### src/rtl/logic_pair_pkg.sv
// Shared types and constants for the logic_pair_pipe block.
// Parity generation is controlled by LOGIC_PAIR_PIPE_PARITY_EN.
package logic_pair_pkg;

  localparam int unsigned HITS_W = 16;
  localparam logic [HITS_W-1:0] HITS_MAX = '1;

  // Payload lanes are sized for the widest supported operand; narrower
  // instances zero-extend and the unused upper bits are constant zero.
  localparam int unsigned MAX_W = 32;

  typedef struct packed {
    logic [MAX_W-1:0] x;
    logic [MAX_W-1:0] y;
    logic             x_par;
    logic             y_par;
  } pair_payload_t;

  // Per-bit function: x = a ^ b, y = (~a & c) | (b & c), plus optional parity.
  function automatic pair_payload_t pair_func(input logic [MAX_W-1:0] a,
                                              input logic [MAX_W-1:0] b,
                                              input logic [MAX_W-1:0] c);
    pair_payload_t p;
    p.x = a ^ b;
    p.y = (~a & c) | (b & c);
`ifdef LOGIC_PAIR_PIPE_PARITY_EN
    p.x_par = ^p.x;
    p.y_par = ^p.y;
`else
    p.x_par = 1'b0;
    p.y_par = 1'b0;
`endif
    return p;
  endfunction

endpackage

### src/rtl/pair_stage.sv
// One valid/ready register stage carrying a pair_payload_t.
// Loads when empty or when its current contents leave in the same cycle.
module pair_stage
  import logic_pair_pkg::*;
(
  input  logic          clk,
  input  logic          rst,
  input  logic          up_valid,
  output logic          up_ready,
  input  pair_payload_t up_data,
  output logic          dn_valid,
  input  logic          dn_ready,
  output pair_payload_t dn_data
);

  logic          valid_q;
  pair_payload_t data_q;

  // Ready is held low during reset so nothing is accepted into a flushing pipe.
  assign up_ready = !rst && (!valid_q || dn_ready);

  always_ff @(posedge clk) begin
    if (rst) begin
      valid_q <= 1'b0;
      data_q  <= '0;
    end else if (up_ready) begin
      valid_q <= up_valid;
      if (up_valid) begin
        data_q <= up_data;
      end
    end
  end

  assign dn_valid = valid_q;
  assign dn_data  = data_q;

endmodule

### src/rtl/logic_pair_pipe.sv
// XOR / select-style logic pair with a STAGES-deep valid/ready pipeline and
// a saturating hit counter. Parity outputs depend on LOGIC_PAIR_PIPE_PARITY_EN.
module logic_pair_pipe
  import logic_pair_pkg::*;
#(
  parameter int unsigned WIDTH  = 4,
  parameter int unsigned STAGES = 2
) (
  input  logic              clk,
  input  logic              rst,
  input  logic              in_valid,
  output logic              in_ready,
  input  logic [WIDTH-1:0]  a,
  input  logic [WIDTH-1:0]  b,
  input  logic [WIDTH-1:0]  c,
  output logic              out_valid,
  input  logic              out_ready,
  output logic [WIDTH-1:0]  x,
  output logic [WIDTH-1:0]  y,
  output logic              x_par,
  output logic              y_par,
  output logic [HITS_W-1:0] x_hits
);

  logic [STAGES:0] stg_valid;
  logic [STAGES:0] stg_ready;
  pair_payload_t   stg_data [STAGES+1];
  pair_payload_t   last;
  logic [HITS_W-1:0] hits_q;
  logic            hit_c;

  // Function logic sits ahead of the first register stage.
  assign stg_valid[0]      = in_valid;
  assign stg_data[0]       = pair_func(MAX_W'(a), MAX_W'(b), MAX_W'(c));
  assign in_ready          = stg_ready[0];
  assign stg_ready[STAGES] = out_ready;

  for (genvar i = 0; i < STAGES; i++) begin : g_stage
    pair_stage u_stage (
      .clk      (clk),
      .rst      (rst),
      .up_valid (stg_valid[i]),
      .up_ready (stg_ready[i]),
      .up_data  (stg_data[i]),
      .dn_valid (stg_valid[i+1]),
      .dn_ready (stg_ready[i+1]),
      .dn_data  (stg_data[i+1])
    );
  end

  assign last      = stg_data[STAGES];
  assign out_valid = stg_valid[STAGES];
  assign x         = last.x[WIDTH-1:0];
  assign y         = last.y[WIDTH-1:0];

`ifdef LOGIC_PAIR_PIPE_PARITY_EN
  assign x_par = last.x_par;
  assign y_par = last.y_par;
`else
  assign x_par = 1'b0;
  assign y_par = 1'b0;

  logic unused_par;
  assign unused_par = last.x_par ^ last.y_par;
`endif

  // Upper payload bits are zero for narrow instances and never reach a port.
  logic unused_hi;
  if (WIDTH < MAX_W) begin : g_hi
    assign unused_hi = ^{last.x[MAX_W-1:WIDTH], last.y[MAX_W-1:WIDTH]};
  end else begin : g_full
    assign unused_hi = 1'b0;
  end

  // Saturating count of delivered results with nonzero x.
  assign hit_c = out_valid && out_ready && (x != '0);

  always_ff @(posedge clk) begin
    if (rst) begin
      hits_q <= '0;
    end else if (hit_c && (hits_q != HITS_MAX)) begin
      hits_q <= hits_q + HITS_W'(1);
    end
  end

  assign x_hits = hits_q;

endmodule

### config.mk
export PLATFORM = sky130hd
export DESIGN_NAME = logic_pair_pipe
export DESIGN_NICKNAME = d
export VERILOG_FILES = /design/src/rtl/logic_pair_pkg.sv /design/src/rtl/pair_stage.sv /design/src/rtl/logic_pair_pipe.sv
export SDC_FILE = /design/constraint.sdc
export NUM_CORES = 1
export LEC_CHECK = 0
export CAP_MARGIN = 15
export CELL_PAD_IN_SITES_DETAIL_PLACEMENT = 1
export CELL_PAD_IN_SITES_GLOBAL_PLACEMENT = 2
export CORE_ASPECT_RATIO = 1.25
export CORE_MARGIN = 1.5
export CORE_UTILIZATION = 35
export CTS_CLUSTER_DIAMETER = 100
export DETAILED_ROUTE_END_ITERATION = 6
export DONT_BUFFER_PORTS = 1
export PLACE_DENSITY = 0.75
export SYNTH_ARGS = -nofsm -noshare
export SYNTH_HDL_FRONTEND = slang
export SYNTH_SLANG_ARGS = --single-unit
### constraint.sdc
create_clock -name clk -period 2.4 [get_ports clk]
set_clock_uncertainty 0.1 [all_clocks]
set_input_delay 0.12 -clock clk [delete_from_list [all_inputs] [get_ports clk]]
set_output_delay 0.12 -clock clk [all_outputs]
set_load 0.01 [all_outputs]
==> impl_results.md, run 1 <==
* Levels on crit path at 4
* Worst-case vdd ir drop at between 0.2 and 0.3 mV
* Crit path max-delay family: simple AND/OR/NAND/NOR gates
* Fraction of registers with async set/reset at 0%
* Critical path fanouts, max at 9
* Max Root-Sink Buffers at 2
* Largest net degree at the start of global routing at 36
* Initial antenna violation count at 0
* Total gr overflow at 0
* Area of the die at between 4000 and 5000 um^2
* Arrival @ worst endpoint at ~2300 ps
* CTS H-Tree Depth at 2
* CP Capture Type: flip-flop
* Vias at between 1500 and 2000
* Starting Density at a little over a third
* Setup Fix Bufs, Post-CTS at 0
* Finish-stage setup viols at 0
* Die Width at about 63 um
* # fillers at 525
* Outcome: finished, final reports clean
* Core footprint at roughly 4400 um^2
* DR WL/cell at between 15 and 20 um
* Area grow syn2layout at 25.1%
* GRT Util Overall at a little under a fifth
* Layout cells sized above 1 at about a tenth
* Worst-Skew Late Latency at around 290 ps
* Top Ports at 44
* DRC viols at 0
* R2R Path End: x_hits[11]
* Setup CP Type: flip-flop to flip-flop
* RSZ-0062 raised after global routing: false
* Most used DFF post-synth: dfxtp_1
* P per Cell Area at 608 nW/um^2
* Count of clock tree sinks at 34
* Reg-to-reg startpoint: x_hits[2]
* Startpoint Class: flip-flop
* Drt first pass iters at 4
* Post-Syn Instances at around 190
* Yosys top cell area share at around 43%
* Antenna cells at 0
* Nets@finish at 230
* Final Power at 1.20 mW
* R2R depth at 4
* Yosys warns at 0
* First-pass GRT wire length at a little over 7000 um
* Clk root buf: clkbuf_8
* Number of cell rows at 27
* Vias/cell at around 5.6
* DRT antenna net count at 0
* DR iter-0 viols at 93
* Worst hold path class: primary input to flip-flop
* Period minus WS final at around 2200 ps
* Worst stage delay on the critical path at between 600 and 700 ps
* Register area share after synthesis at a little over two fifths
* Worst Hold Margin at between 100 and 150 ps
* Die H at between 70 and 80 um
* CTS buffer count at 5
* R2R setup slack at 170 ps
* Number of buffers and inverters on the critical path at 0
* Leading area contributor after synthesis: dfxtp_1
* Endpoints failing hold at 0
* Worst-path clk slew at approximately 70 ps
* Yosys cell types at 37
* Vias in the first global route at 1582
* Total wire length at 4310 um
* Seq cells post-synth at 34
* Slew headroom at between 50% and 60%
* Largest cells by area after synthesis: dfxtp_1 (43%), a21oi_1 (6.0%), or4_1 (5.2%)
* EDFF count, synth at 0
* Worst setup path start: x_hits[2]
* Mapped Area at 1580 um^2
* CP max stage cell: or4_1
* Pin slew with the least headroom to its limit at 664 ps
* Syn avg cell area at roughly 8.3 um^2
* Max-cap viol count at 0
* Final Max Slew Viols at 0
* Setup TNS at 0 ps
* Hpwl dp at ~2900 um
* IO Port Bufs at 0
* Worst EP required at about 2500 ps
* TritonCTS clock tree: done
* Final period util at between 90% and 100%
* Worst Setup EP: x_hits[11]
* Gp weighted congestion at roughly 0.83
* Crit-path cells: nand3_2 -> or4_1 -> nor4_1 -> mux2_1
* Fmax at 448 MHz
* Pleak at 0.636 nW
## flip-flops by register name, indices dropped and copies added (netlist names)
name and cells:
x_hits 16, g_stage.u_stage.dn_valid 2, g_stage.u_stage.dn_data 16
## worst min-delay path: cells and delay by family
| kind | cells | cell delay (ps) |
|---|---|---|
| compound gates | 1 | 60 |
| buf+inv | 1 | 180 |
| simple gates | 2 | 100 |
## Yosys cell counts, drive strengths merged (3+ instances only)
cell type / number
a21oi: 19
buf: 3
clkbuf: 8
dfxtp: 34
inv: 4
nand2: 19
nand2b: 12
nand3: 11
nand3b: 4
nand4: 3
nor2: 8
nor3: 4
nor4: 4
o21ai: 14
o31ai: 8
or4: 11
xnor2: 4
## metrics by stage
step                instances  cell area [um^2]  worst slack [ps]  utilization, %
floorplan                 190              1580               397               -
global placement          245              1660               232            38.2
detailed placement        245              1660               172            38.2
CTS                       272              1970               166            45.2
global route              272              1970              74.8            45.2
finish                    272              1970               167            45.2
## area by class of cell
type                    count  area [um^2]  share of cell area (%)
multi-input cells         141          835                    42.3
well taps                  58         72.6                    3.68
flip-flops and latches     34          681                    34.5
clock buffers               5         68.8                    3.49
inverters                   4         15.0                   0.761
repair buffers             27          260                    13.2
clock inverters             3         40.0                    2.03
## routing by layer
layer  vias up  wire length (um)  track usage [%]
li1        731                 -                -
met1       744              1650             17.5
met2        45              2340             35.5
met3        10               222             6.16
met4         0               101             8.89
met5         -                 0                0
## how the worst min path moves through the flow
| stage | start | end | cells after the start |
|---|---|---|---|
| detailed placement | rst | x_hits[5] | 1 |
| CTS | rst | g_stage[1].u_stage.dn_data[4] | 4 |
| global placement | rst | x_hits[1] | 1 |
| floorplan | in_valid | g_stage[0].u_stage.dn_valid | 2 |
| finish | rst | g_stage[1].u_stage.dn_data[4] | 4 |
| global route | rst | g_stage[1].u_stage.dn_data[35] | 4 |
## kinds of logic (layout without fill, tap and decap cells)
kind of cell	after synthesis	in the layout	synth area share, %
and+or+nand+nor	86	86	31.1
buffers and inverters	15	39	4.13
AOI/OAI and AO/OA	47	47	17.6
adders and majority gates	1	1	0.794
DFF	34	34	43.2
muxes	1	1	0.714
other	1	2	0.238
xor gates and xnor gates	4	4	2.22
## power breakdown
group | switching [mW] | internal, mW
Sequential | 0.0125 | 0.578
Clock | 0.216 | 0.306
Combinational | 0.0388 | 0.0471
## placed cells by master, fill, tap and decap left out, drive strengths merged
master / instances
a211o: 1
a211oi: 1
a21oi: 19
a311oi: 1
a41oi: 1
and2: 1
and4: 1
buf: 9
bufinv: 1
clkbuf: 5
clkinv: 2
conb: 2
dfxtp: 34
dlygate4sd3: 18
ha: 1
inv: 4
mux2: 1
nand2: 19
nand2b: 12
nand3: 11
nand3b: 4
nand4: 3
nor2: 8
nor2b: 2
nor3: 4
nor3b: 1
nor4: 4
nor4b: 1
o211a: 1
o21ai: 14
o31ai: 8
o41ai: 1
or2: 2
or3: 1
or3b: 1
or4: 11
xnor2: 4
## timing repair
action / in CTS / in global routing
gates resized for setup: 0 / 0
hold buffers: 19 / 0
hold endpoints to repair: 34 / 0
Note: power is estimated with default switching activity, not from simulation.
==> run 2: changes to the inputs <==
--- a/config.mk
+++ b/config.mk
@@ -14,6 +14,8 @@
 export CTS_CLUSTER_DIAMETER = 100
 export DETAILED_ROUTE_END_ITERATION = 6
 export DONT_BUFFER_PORTS = 1
+export GPL_ROUTABILITY_DRIVEN = 1
+export MAX_ROUTING_LAYER = met4
 export PLACE_DENSITY = 0.75
 export SYNTH_ARGS = -nofsm -noshare
 export SYNTH_HDL_FRONTEND = slang
==> constraint.sdc (replaced) <==
create_clock -name clk -period 2.4 [get_ports clk]
set_clock_uncertainty 0.1 [all_clocks]
set_input_delay 0.12 -clock clk [delete_from_list [all_inputs] [get_ports clk]]
set_output_delay 0.12 -clock clk [all_outputs]
set_load 0.005 [all_outputs]
==> run 2 against run 1 <==
Against the previous run:
- maximum frequency grew 3.7%
- clock power is 26% higher
- sequential cell count unchanged
- non-clock buffer count is 4 lower
- first-iteration DRC count down 33%
- cell area increased by 0.57%
- sequential share of layout area shrank 0.20 points
- die area stayed put
- critical path depth did not move
- critical endpoint unchanged
- routed wire length decreased by 3.4%
==> impl_results.md, run 2 (synthesis results as in run 1) <==
* Worst-case vdd ir drop at 0.362 mV (+31%)
* DRT antenna net count at 0 (unchanged)
* Die H at 78.0 um (unchanged)
* Largest net degree at the start of global routing at 36 (unchanged)
* Core footprint at 4360 um^2 (unchanged)
* DR WL/cell at 15.5 um (-1.9%)
* Pin slew with the least headroom to its limit at 905 ps (+241 ps)
* Max Root-Sink Buffers at 2 (unchanged)
* Clk root buf: clkbuf_8
* Most common cell after layout, fill and taps aside: dfxtp_1
* Initial antenna violation count at 0 (unchanged)
* Pleak at 0.623 nW (-2.1%)
* Drt first pass iters at 4 (unchanged)
* Startpoint Class: flip-flop
* Nets@finish at 226 (-1.7%)
* Critical path fanouts, max at 9 (unchanged)
* Total wire length at 4170 um (-3.4%)
* P per Cell Area at 671 nW/um^2 (+10%)
* Antenna cells at 0 (unchanged)
* Hpwl dp at 2700 um (-7.0%)
* Area of the die at 4920 um^2 (unchanged)
* Count of clock tree sinks at 34 (unchanged)
* Number of cell rows at 27 (unchanged)
* GRT Util Overall at 18.0% (-0.61 points)
* # fillers at 523 (-0.38%)
* RSZ-0062 raised after global routing: false
* Top Ports at 44 (unchanged)
* Slew headroom at 39.1% (-16 points)
* Starting Density at 36.2% (unchanged)
* Worst EP required at 2480 ps (about the same)
* Setup TNS at 0 ps (unchanged)
* Most frequent cells in the layout: dfxtp_1 (34), a21oi_1 (19), nand2_1 (19), dlygate4sd3_1 (19), o21ai_0 (14)
* Vias/cell at 5.50 (-2.2%)
* CP Capture Type: flip-flop
* Endpoints failing hold at 0 (unchanged)
* IO Port Bufs at 0 (unchanged)
* Worst-path clk slew at 70 ps (about the same)
* DR iter-0 viols at 62 (-33%)
* Worst hold path class: primary input to flip-flop
* Final Max Slew Viols at 0 (unchanged)
* TritonCTS clock tree: done
* Max-cap viol count at 0 (unchanged)
* Gp weighted congestion at 0.762 (-8.7%)
* Fmax at 464 MHz (+3.7%)
* First-pass GRT wire length at 6780 um (-5.6%)
* Period minus WS final at 2150 ps (-79.5 ps)
* Total gr overflow at 0 (unchanged)
* Worst Hold Margin at 128 ps (+6.78 ps)
* CTS buffer count at 5 (unchanged)
* Die Width at 63.0 um (unchanged)
* CTS H-Tree Depth at 2 (unchanged)
* Finish-stage setup viols at 0 (unchanged)
* Worst-Skew Late Latency at 290 ps (about the same)
* Core Util, Final at 45.5% (+0.26 points)
* Sequential cell area at 681 um^2 (unchanged)
* Area grow syn2layout at 25.8%
* Setup CP Type: flip-flop to flip-flop
* Layout cells sized above 1 at 8.57% (-1.7 points)
* Multi-input gate area at 840 um^2 (+0.60%)
* Vias in the first global route at 1463 (-7.5%)
* Outcome: finished, final reports clean
* Final period util at 89.7% (-3.3 points)
* Vias at 1474 (-3.7%)
* Arrival @ worst endpoint at 2230 ps (-80 ps)
* DRC viols at 0 (unchanged)
* Setup Fix Bufs, Post-CTS at 0 (unchanged)
-- run 2: changes by cell type in the layout (fill, tap and decap cells not counted) --
cell / delta
a211oi_2: +1
buf_4: -5
dlygate4sd3_1: +1
clkbuf_8: +1
a211oi_1: -1
bufinv_16: +1
clkinv_2: -2
-- run 2: power by group --
| group | internal [mW] | total [mW] | switching [mW] | leakage (nW) |
|---|---|---|---|---|
| clock | 0.443 | 0.657 | 0.214 | 0.0714 |
| combinational | 0.0473 | 0.0850 | 0.0377 | 0.276 |
| sequential | 0.578 | 0.589 | 0.0106 | 0.276 |
-- run 2: metrics by stage --
stage               setup WS (ps)  power, mW  area [um^2]  instances
floorplan                     443      0.644         1580        190
global placement              317      0.644         1630        240
detailed placement            267      0.646         1630        240
CTS                           174       1.35         1980        268
global route                 32.5       1.38         1980        268
finish                        246       1.33         1980        268
-- run 2: repair_timing --
item | 4_1_cts | 5_1_grt
hold endpoints to repair | 34 | 0
endpoints found under the setup margin | 0 | 3
resized for setup | 0 | 1
hold buffers | 20 | 0
-- run 2: layer usage --
metal | share of wire [%] | global-route usage, %
met1 | 38 | 16.1
met2 | 56 | 34.8
met3 | 5.2 | 6.02
met4 | 1.1 | 6.22
met5 | 0 | -
-- run 2: worst max-delay path: stages, from the launching register on --
cell and delay, ps:
dfxtp_1 440, nand3_2 160, or4_1 660, nor4_1 350, mux2_1 350
-- run 2: final timing paths --
path	start	to	slack, ps	depth (start not counted)
worst max-delay path	x_hits[2]	x_hits[11]	250	4
worst min-delay path	rst	g_stage[1].u_stage.dn_data[34]	130	4
worst max register to register	x_hits[2]	x_hits[11]	250	4
worst min register to register	g_stage[0].u_stage.dn_data[3]	g_stage[0].u_stage.dn_data[3]	360	2
-- run 2: final cells by class --
| class | instances | share of cell area, % |
|---|---|---|
| Clock buffer | 6 | 4.16 |
| Clock inverter | 2 | 3.03 |
| Inverter | 4 | 0.757 |
| Multi-Input combinational cell | 141 | 42.3 |
| Sequential cell | 34 | 34.3 |
| Tap cell | 58 | 3.66 |
| Timing Repair Buffer | 23 | 11.7 |
